<file path="src/rtl/seg7_bus_reader.sv">
// Reads back a multiplexed active-low 7-segment bus: qualifies each strobed digit
// by stability, decodes it to a hex nibble and publishes a complete NUM_DIGITS word.
module seg7_bus_reader #(
  parameter int unsigned NUM_DIGITS    = 4,
  parameter int unsigned STABLE_CYCLES = 4,
  localparam int unsigned IW = (NUM_DIGITS > 1) ? $clog2(NUM_DIGITS) : 1
) (
  input  logic                    clk,
  input  logic                    rst,
  input  logic [6:0]              seg_in,
  input  logic [NUM_DIGITS-1:0]   digit_en,
  input  logic                    err_clr,
  output logic [4*NUM_DIGITS-1:0] value,
  output logic                    value_valid,
  output logic                    pattern_err,
  output logic [IW-1:0]           err_digit
);

  localparam int unsigned   CW   = $clog2(STABLE_CYCLES + 1);
  localparam logic [CW-1:0] CMAX = CW'(STABLE_CYCLES);

  logic [NUM_DIGITS+6:0]   sample, prev;
  logic [CW-1:0]           cnt, cnt_next;
  logic                    one_hot, same, capture, legal, complete;
  logic [IW-1:0]           idx;
  logic [3:0]              nib;
  logic [NUM_DIGITS-1:0]   seen, seen_or;
  logic [4*NUM_DIGITS-1:0] nibs, nibs_next;

  assign sample  = {digit_en, seg_in};
  assign one_hot = (digit_en != '0) && ((digit_en & (digit_en - 1'b1)) == '0);
  assign same    = (sample == prev);
  // Capture only on the single edge where the count reaches the threshold.
  assign capture = one_hot && same && (cnt == CMAX - 1'b1);
  assign seen_or = seen | digit_en;
  assign complete = capture && legal && (&seen_or);

  always_comb begin
    cnt_next = '0;
    if (one_hot) begin
      if (same) cnt_next = (cnt == CMAX) ? cnt : cnt + 1'b1;
      else      cnt_next = CW'(1);
    end
  end

  always_comb begin
    idx = '0;
    for (int unsigned i = 0; i < NUM_DIGITS; i++)
      if (digit_en[i]) idx = IW'(i);
  end

  always_comb begin
    nib   = 4'h0;
    legal = 1'b1;
    case (seg_in)
      7'h40: nib = 4'h0;
      7'h79: nib = 4'h1;
      7'h24: nib = 4'h2;
      7'h30: nib = 4'h3;
      7'h19: nib = 4'h4;
      7'h12: nib = 4'h5;
      7'h02: nib = 4'h6;
      7'h78: nib = 4'h7;
      7'h00: nib = 4'h8;
      7'h10: nib = 4'h9;
      7'h08: nib = 4'hA;
      7'h03: nib = 4'hB;
      7'h46: nib = 4'hC;
      7'h21: nib = 4'hD;
      7'h06: nib = 4'hE;
      7'h0E: nib = 4'hF;
      default: legal = 1'b0;
    endcase
  end

  always_comb begin
    nibs_next = nibs;
    nibs_next[4*idx +: 4] = nib;
  end

  always_ff @(posedge clk) begin
    if (rst) begin
      prev        <= '0;
      cnt         <= '0;
      seen        <= '0;
      nibs        <= '0;
      value       <= '0;
      value_valid <= 1'b0;
      pattern_err <= 1'b0;
      err_digit   <= '0;
    end else begin
      prev        <= sample;
      cnt         <= cnt_next;
      value_valid <= 1'b0;
      // A new illegal capture takes priority over a simultaneous clear.
      if (capture && !legal) begin
        pattern_err <= 1'b1;
        err_digit   <= idx;
      end else if (err_clr) begin
        pattern_err <= 1'b0;
      end
      if (capture && legal) begin
        nibs <= nibs_next;
        if (complete) begin
          value       <= nibs_next;
          value_valid <= 1'b1;
          seen        <= '0;
        end else begin
          seen <= seen_or;
        end
      end
    end
  end

endmodule
</file>
<file path="config.mk">
export PLATFORM = sky130hd
export DESIGN_NAME = seg7_bus_reader
export DESIGN_NICKNAME = d
export VERILOG_FILES = /design/src/rtl/seg7_bus_reader.sv
export SDC_FILE = /design/constraint.sdc
export NUM_CORES = 1
export LEC_CHECK = 0
export BUFFER_PORTS_ARGS = -buffer_cell sky130_fd_sc_hd__buf_2
export CAP_MARGIN = 30
export CORE_MARGIN = 5
export CORE_UTILIZATION = 35
export CTS_CLUSTER_DIAMETER = 40
export DETAILED_ROUTE_END_ITERATION = 12
export PLACE_DENSITY = 0.59
export SYNTH_ARGS = -nofsm -noshare
export SYNTH_HDL_FRONTEND = slang
export SYNTH_SLANG_ARGS = --single-unit
</file>
<file path="constraint.sdc">
create_clock -name clk -period 6.85 [get_ports clk]
set_input_delay 1.37 -clock clk [delete_from_list [all_inputs] [get_ports clk]]
set_output_delay 1.37 -clock clk [all_outputs]
set_load 0.01 [all_outputs]
</file>
# Word-level counts from Yosys, hierarchy flattened
# Cells that the tools add are included.
# W data, S select, Z words.
dict set report op_classes {
  add_sub_neg 3
  n_reduce_logical 17
  eq_ne 19
  n_bitwise 5
  shifts 2
  mux 12
}
# operator count
set ops {}
lappend ops {{$pmux W4 S15} 1}
lappend ops {{$neg A4 Y34} 1}
lappend ops {{$shift A4 B34 Y16 const A} 1}
lappend ops {{$shiftx A4 B34 Y16} 1}
lappend ops {{$eq A7 B7 Y1 const B} 4}
lappend ops {{$eq A7 B5 Y1 const B} 3}
lappend ops {{$eq A7 B6 Y1 const B} 3}
lappend ops {{$bwmux W16} 1}
lappend ops {{$reduce_or A16 Y1} 1}
lappend ops {{$eq A7 B2 Y1 const B} 2}
lappend ops {{$eq A7 B4 Y1 const B} 2}
lappend ops {{$eq A11 B11 Y1} 1}
lappend ops {{$eq A7 B3 Y1 const B} 1}
lappend ops {{$logic_not A7 Y1} 1}
lappend ops {{$mux W1} 7}
lappend ops {{$logic_and A1 B1 Y1} 6}
lappend ops {{$and A4 B4 Y4} 1}
lappend ops {{$logic_not A4 Y1} 1}
lappend ops {{$mux W2} 2}
lappend ops {{$mux W4} 1}
lappend ops {{$or A4 B4 Y4} 1}
lappend ops {{$reduce_and A4 Y1} 1}
lappend ops {{$reduce_bool A4 Y1} 1}
lappend ops {{$reduce_or A2 Y1} 2}
lappend ops {{other kinds (10)} 12}
dict set report totals {
  out_inout_bits 20
  regBits 54
}

# Depth between registers and ports, before layout
dict set report logic_depth {
  depth_word 9
  ltp_mapped 10
}

# Worst setup path before layout
# Ideal clock, no wire load.
dict set report synth_path {
  path_kind {in2reg}
  start {in digit_en[2]}
  end {reg nibs[3]}
  setup_ps 80
  arrival_ps 3107
  slack_ps 3663
  cell_stages 8
  required_time_ps 6770
  cell_sequence {buf_2 -> inv_1 -> a21oi_1 -> ha_1 -> clkbuf_1 -> nor3b_1 -> a21oi_1 -> a211oi_2}
}
dict set report synth_via {
  elab_chain_len 7
  elab_cells_between_ends 15
  cone_classes {add/sub: 2; eq/ne: 1; shift: 2; mux: 3; bitwise: 1; reduce/logical: 6}
}
# element line
set synth_lines {}
lappend synth_lines {{start: declaration} 11} ;# input logic [NUM_DIGITS-1:0] digit_en,
lappend synth_lines {{parallel branches: the longest is 7 deep, another holds $neg A4 Y34} --}
lappend synth_lines {{end signal: assignment} 103} ;# nibs <= nibs_next;
lappend synth_lines {{end: declaration} 28} ;# logic [4*NUM_DIGITS-1:0] nibs, nibs_next;
# Parallel ways; which one is timed is not known.
# A chain may end at the register's enable or synchronous reset.

# Final worst setup path
dict set report layout_path {
  start {in seg_in[1]}
  end {reg nibs[8]}
}
dict set report layout_via {
  elab_chain_len 4
  elab_cells_between_ends 25
  cone_classes {eq/ne: 16; shift: 1; mux: 3; reduce/logical: 5}
}
# element line
set layout_lines {}
lappend layout_lines {{start: declaration} 10} ;# input logic [6:0] seg_in,
lappend layout_lines {{$eq A7 B4 Y1 (tied with other cells)} 55} ;# case (seg_in)
lappend layout_lines {{$pmux W4 S15 (tied with other cells)} 55}
lappend layout_lines {{$shiftx A4 B34 Y16 (tied with other cells)} 78} ;# nibs_next[4*idx +: 4] = nib;
lappend layout_lines {{$bwmux W16 / $logic_and A1 B1 Y1 (equally long branches)} {78, 102}}
# Several ways; a longest one is shown, not always the timed one.

==> impl_metrics.toml <==
[clock_tree]
clock_path_buffers = 2
path_clk_slew_ps = 100
cts_max_level = 2
tritoncts = "yes"
cts_sinks = 54
cts_inserted_buffers = 5
post_cts_resized = 0
cts.repair_timing.setup_buffer_count = 0
root_buffer_cell = "sky130_fd_sc_hd__clkbuf_8"
worst_skew_pair.late_latency_ps = 310
holdBufCountCts = 0

[place]
io_buffers = 33
hpwlAfterDp_um = 4610
place_worst_setup_slack_ps = 2930
postPlaceCellArea_um2 = 3060
finalWeightedCongestion = 0.834

[worst_setup_path]
cp.arrival_ps = 3750
setup.worst_path.end_class = "flip-flop"
crit_path_start_kind = "input pin"
path_class = "in2reg"
critical_path_peak_fanout = 19
worstPathRequired_ps = 7060

[cells_and_area]
utilization = 0.390
layout-area-overhead-vs-synth_pct = 9.22
final_cell_mix = "sky130_fd_sc_hd__dfxtp_1 (54), sky130_fd_sc_hd__buf_2 (33), sky130_fd_sc_hd__nor2b_1 (28)"
final_net_count = 355
final.fill_count = 815
design_area_um2 = 3170
layout_commonest_cell = "sky130_fd_sc_hd__dfxtp_1"
post_route_cells_drive_above_1_share = 0.173
antenna_cells = 0

[global_route]
number_of_antenna_violations_at_the_first_check_in_global_routing = 0
grt_pass1_vias = 2107
largest_net_degree_at_the_start_of_global_routing = 56
global_route_total_usage_across_every_layer = 0.132
grt_overflow_total = 0
grt_pass1_wl_um = 10800

[die]
chipWidth_um = 101
die_area_um2 = 10200
io_pins = 34
effective_utilization_at_floorplan = 0.357
num_rows = 33
fp.dieH_um = 101
fp.coreArea_um2 = 8130

[synthesis]
mappedNetlistNets = 339
synth_cell_type_count = 55
ys_async_sr_fraction = 0
seq_area_frac_synth = 0.372
synth.top_cell.area_share = 0.372
yosysWarnings = 0
synth_cells = 318
yosys_most_used_dff = "sky130_fd_sc_hd__dfxtp_1"
avgSynthCellArea_um2 = 9.13
synth-edff-count = 0
flip_flop_and_latch_count_after_synthesis = 54
synthDominantAreaCellType = "sky130_fd_sc_hd__dfxtp_1"
syn-cell-area_um2 = 2900
synth_area_leaders = "sky130_fd_sc_hd__dfxtp_1 (37%), sky130_fd_sc_hd__nor2b_1 (6.0%), sky130_fd_sc_hd__a21oi_1 (4.3%)"

[flow_run]
maxCapViolCount = 0

[sta]
hold_violations = 0
finish_stage_setup_viols = 0
relSlewSlack = 0.332
tightestPinTransition_ps = 999
finalClockSkew_ps = 9.58
grt_setup_unrepaired = "no"
max_freq_mhz = 283
timing.final.ws_setup_ps = 3310
finalCritPeriodShare = 0.516
period_minus_slack_ps = 3540
tns_ps = 0
fin_max_slew_vios = 0

[power_and_ir_drop]
power.net_switching_w = 0.000152
ir_drop_uv = 72.7
leakagePower_nw = 1.15
comb_power_share = 0.117
p_clk_frac = 0.328
fin_total_pwr_w = 0.000575
internal_cell_power_w = 0.000423
p_sw_frac = 0.265
power.density_nw_per_um2 = 181
pwr-share-seq = 0.555

[detailed_routing]
post_drt_wl_per_cell_um = 15.0
drt_pass1_iterations = 4
ant_nets = 0
drcViolationCount = 0
wire_length_reported_by_the_detailed_router_um = 6620
routed-via-count = 2352
vias_per_cell = 5.35
initialDrtViolationCount = 116

[worst_hold_path]
worstHoldPathType = "reg2reg"

[outcome]
run_status = "completed"
==> routing by layer <==
| layer | share of wire | up-vias | global-route usage |
|---|---|---|---|
| li1 | - | 1188 | - |
| met1 | 0.53 | 1107 | 0.202 |
| met4 | 0.011 | 0 | 0.0399 |
| met5 | 0 | - | 0 |
| met3 | 0.045 | 6 | 0.0311 |
| met2 | 0.41 | 51 | 0.181 |
==> cells in the mapped netlist (4+ instances only) <==
| master | instances |
|---|---|
| sky130_fd_sc_hd__clkbuf_1 | 9 |
| sky130_fd_sc_hd__xnor2_1 | 13 |
| sky130_fd_sc_hd__buf_6 | 4 |
| sky130_fd_sc_hd__nor3b_1 | 6 |
| sky130_fd_sc_hd__buf_2 | 9 |
| sky130_fd_sc_hd__nand3b_1 | 14 |
| sky130_fd_sc_hd__nor4b_1 | 6 |
| sky130_fd_sc_hd__o31ai_1 | 12 |
| sky130_fd_sc_hd__nand3_1 | 7 |
| sky130_fd_sc_hd__nand2_1 | 11 |
| sky130_fd_sc_hd__nor2_1 | 22 |
| sky130_fd_sc_hd__a21oi_1 | 25 |
| sky130_fd_sc_hd__o22ai_1 | 4 |
| sky130_fd_sc_hd__a211oi_2 | 4 |
| sky130_fd_sc_hd__dfxtp_1 | 54 |
| sky130_fd_sc_hd__and3_1 | 6 |
| sky130_fd_sc_hd__nor2b_1 | 28 |
| sky130_fd_sc_hd__a22o_1 | 12 |
| sky130_fd_sc_hd__inv_1 | 12 |
| sky130_fd_sc_hd__ha_1 | 7 |
==> power by group through the flow <==
stage	clock network (W)	logic, W	registers [W]
after floorplan	0	0.0000521	0.000326
after global placement	0	0.0000651	0.000327
after detailed placement	0	0.0000656	0.000327
after CTS	0.000193	0.0000658	0.000319
after global routing	0.000206	0.0000744	0.000320
final	0.000189	0.0000673	0.000319
==> path summary, 6_finish.rpt <==
kind / start / end / slack [ps] / depth (start not counted)
hold reg to reg: nibs[9] / nibs[9] / 470 / 1
setup / recovery: seg_in[1] / nibs[8] / 3310 / 7
setup reg to reg: prev[1] / nibs[8] / 4420 / 6
hold / removal: nibs[9] / nibs[9] / 470 / 1
==> cells by family after synthesis <==
group	Yosys count	synth area share
buffers and inverters	37	0.0651
DFF	54	0.372
and+or+nand+nor	119	0.249
AOI/OAI and AO/OA	86	0.238
xor gates and xnor gates	15	0.0452
adders and majority gates	7	0.0302
==> critical path, stage by stage <==
cell,delay [ps]
sky130_fd_sc_hd__buf_2,280
sky130_fd_sc_hd__nor2b_1,250
sky130_fd_sc_hd__nand2_1,140
sky130_fd_sc_hd__a211oi_4,480
sky130_fd_sc_hd__o311a_1,800
sky130_fd_sc_hd__a21oi_2,160
sky130_fd_sc_hd__a22o_1,260
==> area by class of cell <==
class / count / area [µm²] / area share
clock inverters: 2 / 12.5 / 0.00394
clock buffers: 6 / 82.6 / 0.0260
flip-flops and latches: 54 / 1080 / 0.341
inverters: 12 / 45.0 / 0.0142
well taps: 105 / 131 / 0.0414
repair buffers: 34 / 185 / 0.0584
multi-input cells: 227 / 1630 / 0.515
==> state kept, by name, summed over array words and instances, names as in the netlist <==
signal,flops
seen,4
value_valid,1
pattern_err,1
prev,11
value,16
err_digit,2
cnt,3
nibs,16
==> stage by stage <==
stage | cells | hold slack (ps)
after detailed placement | 431 | 450
final | 440 | 475
after global placement | 431 | 455
after floorplan | 318 | 434
after global routing | 440 | 498
after CTS | 439 | 472
Note: power is estimated with default switching activity, not from simulation.
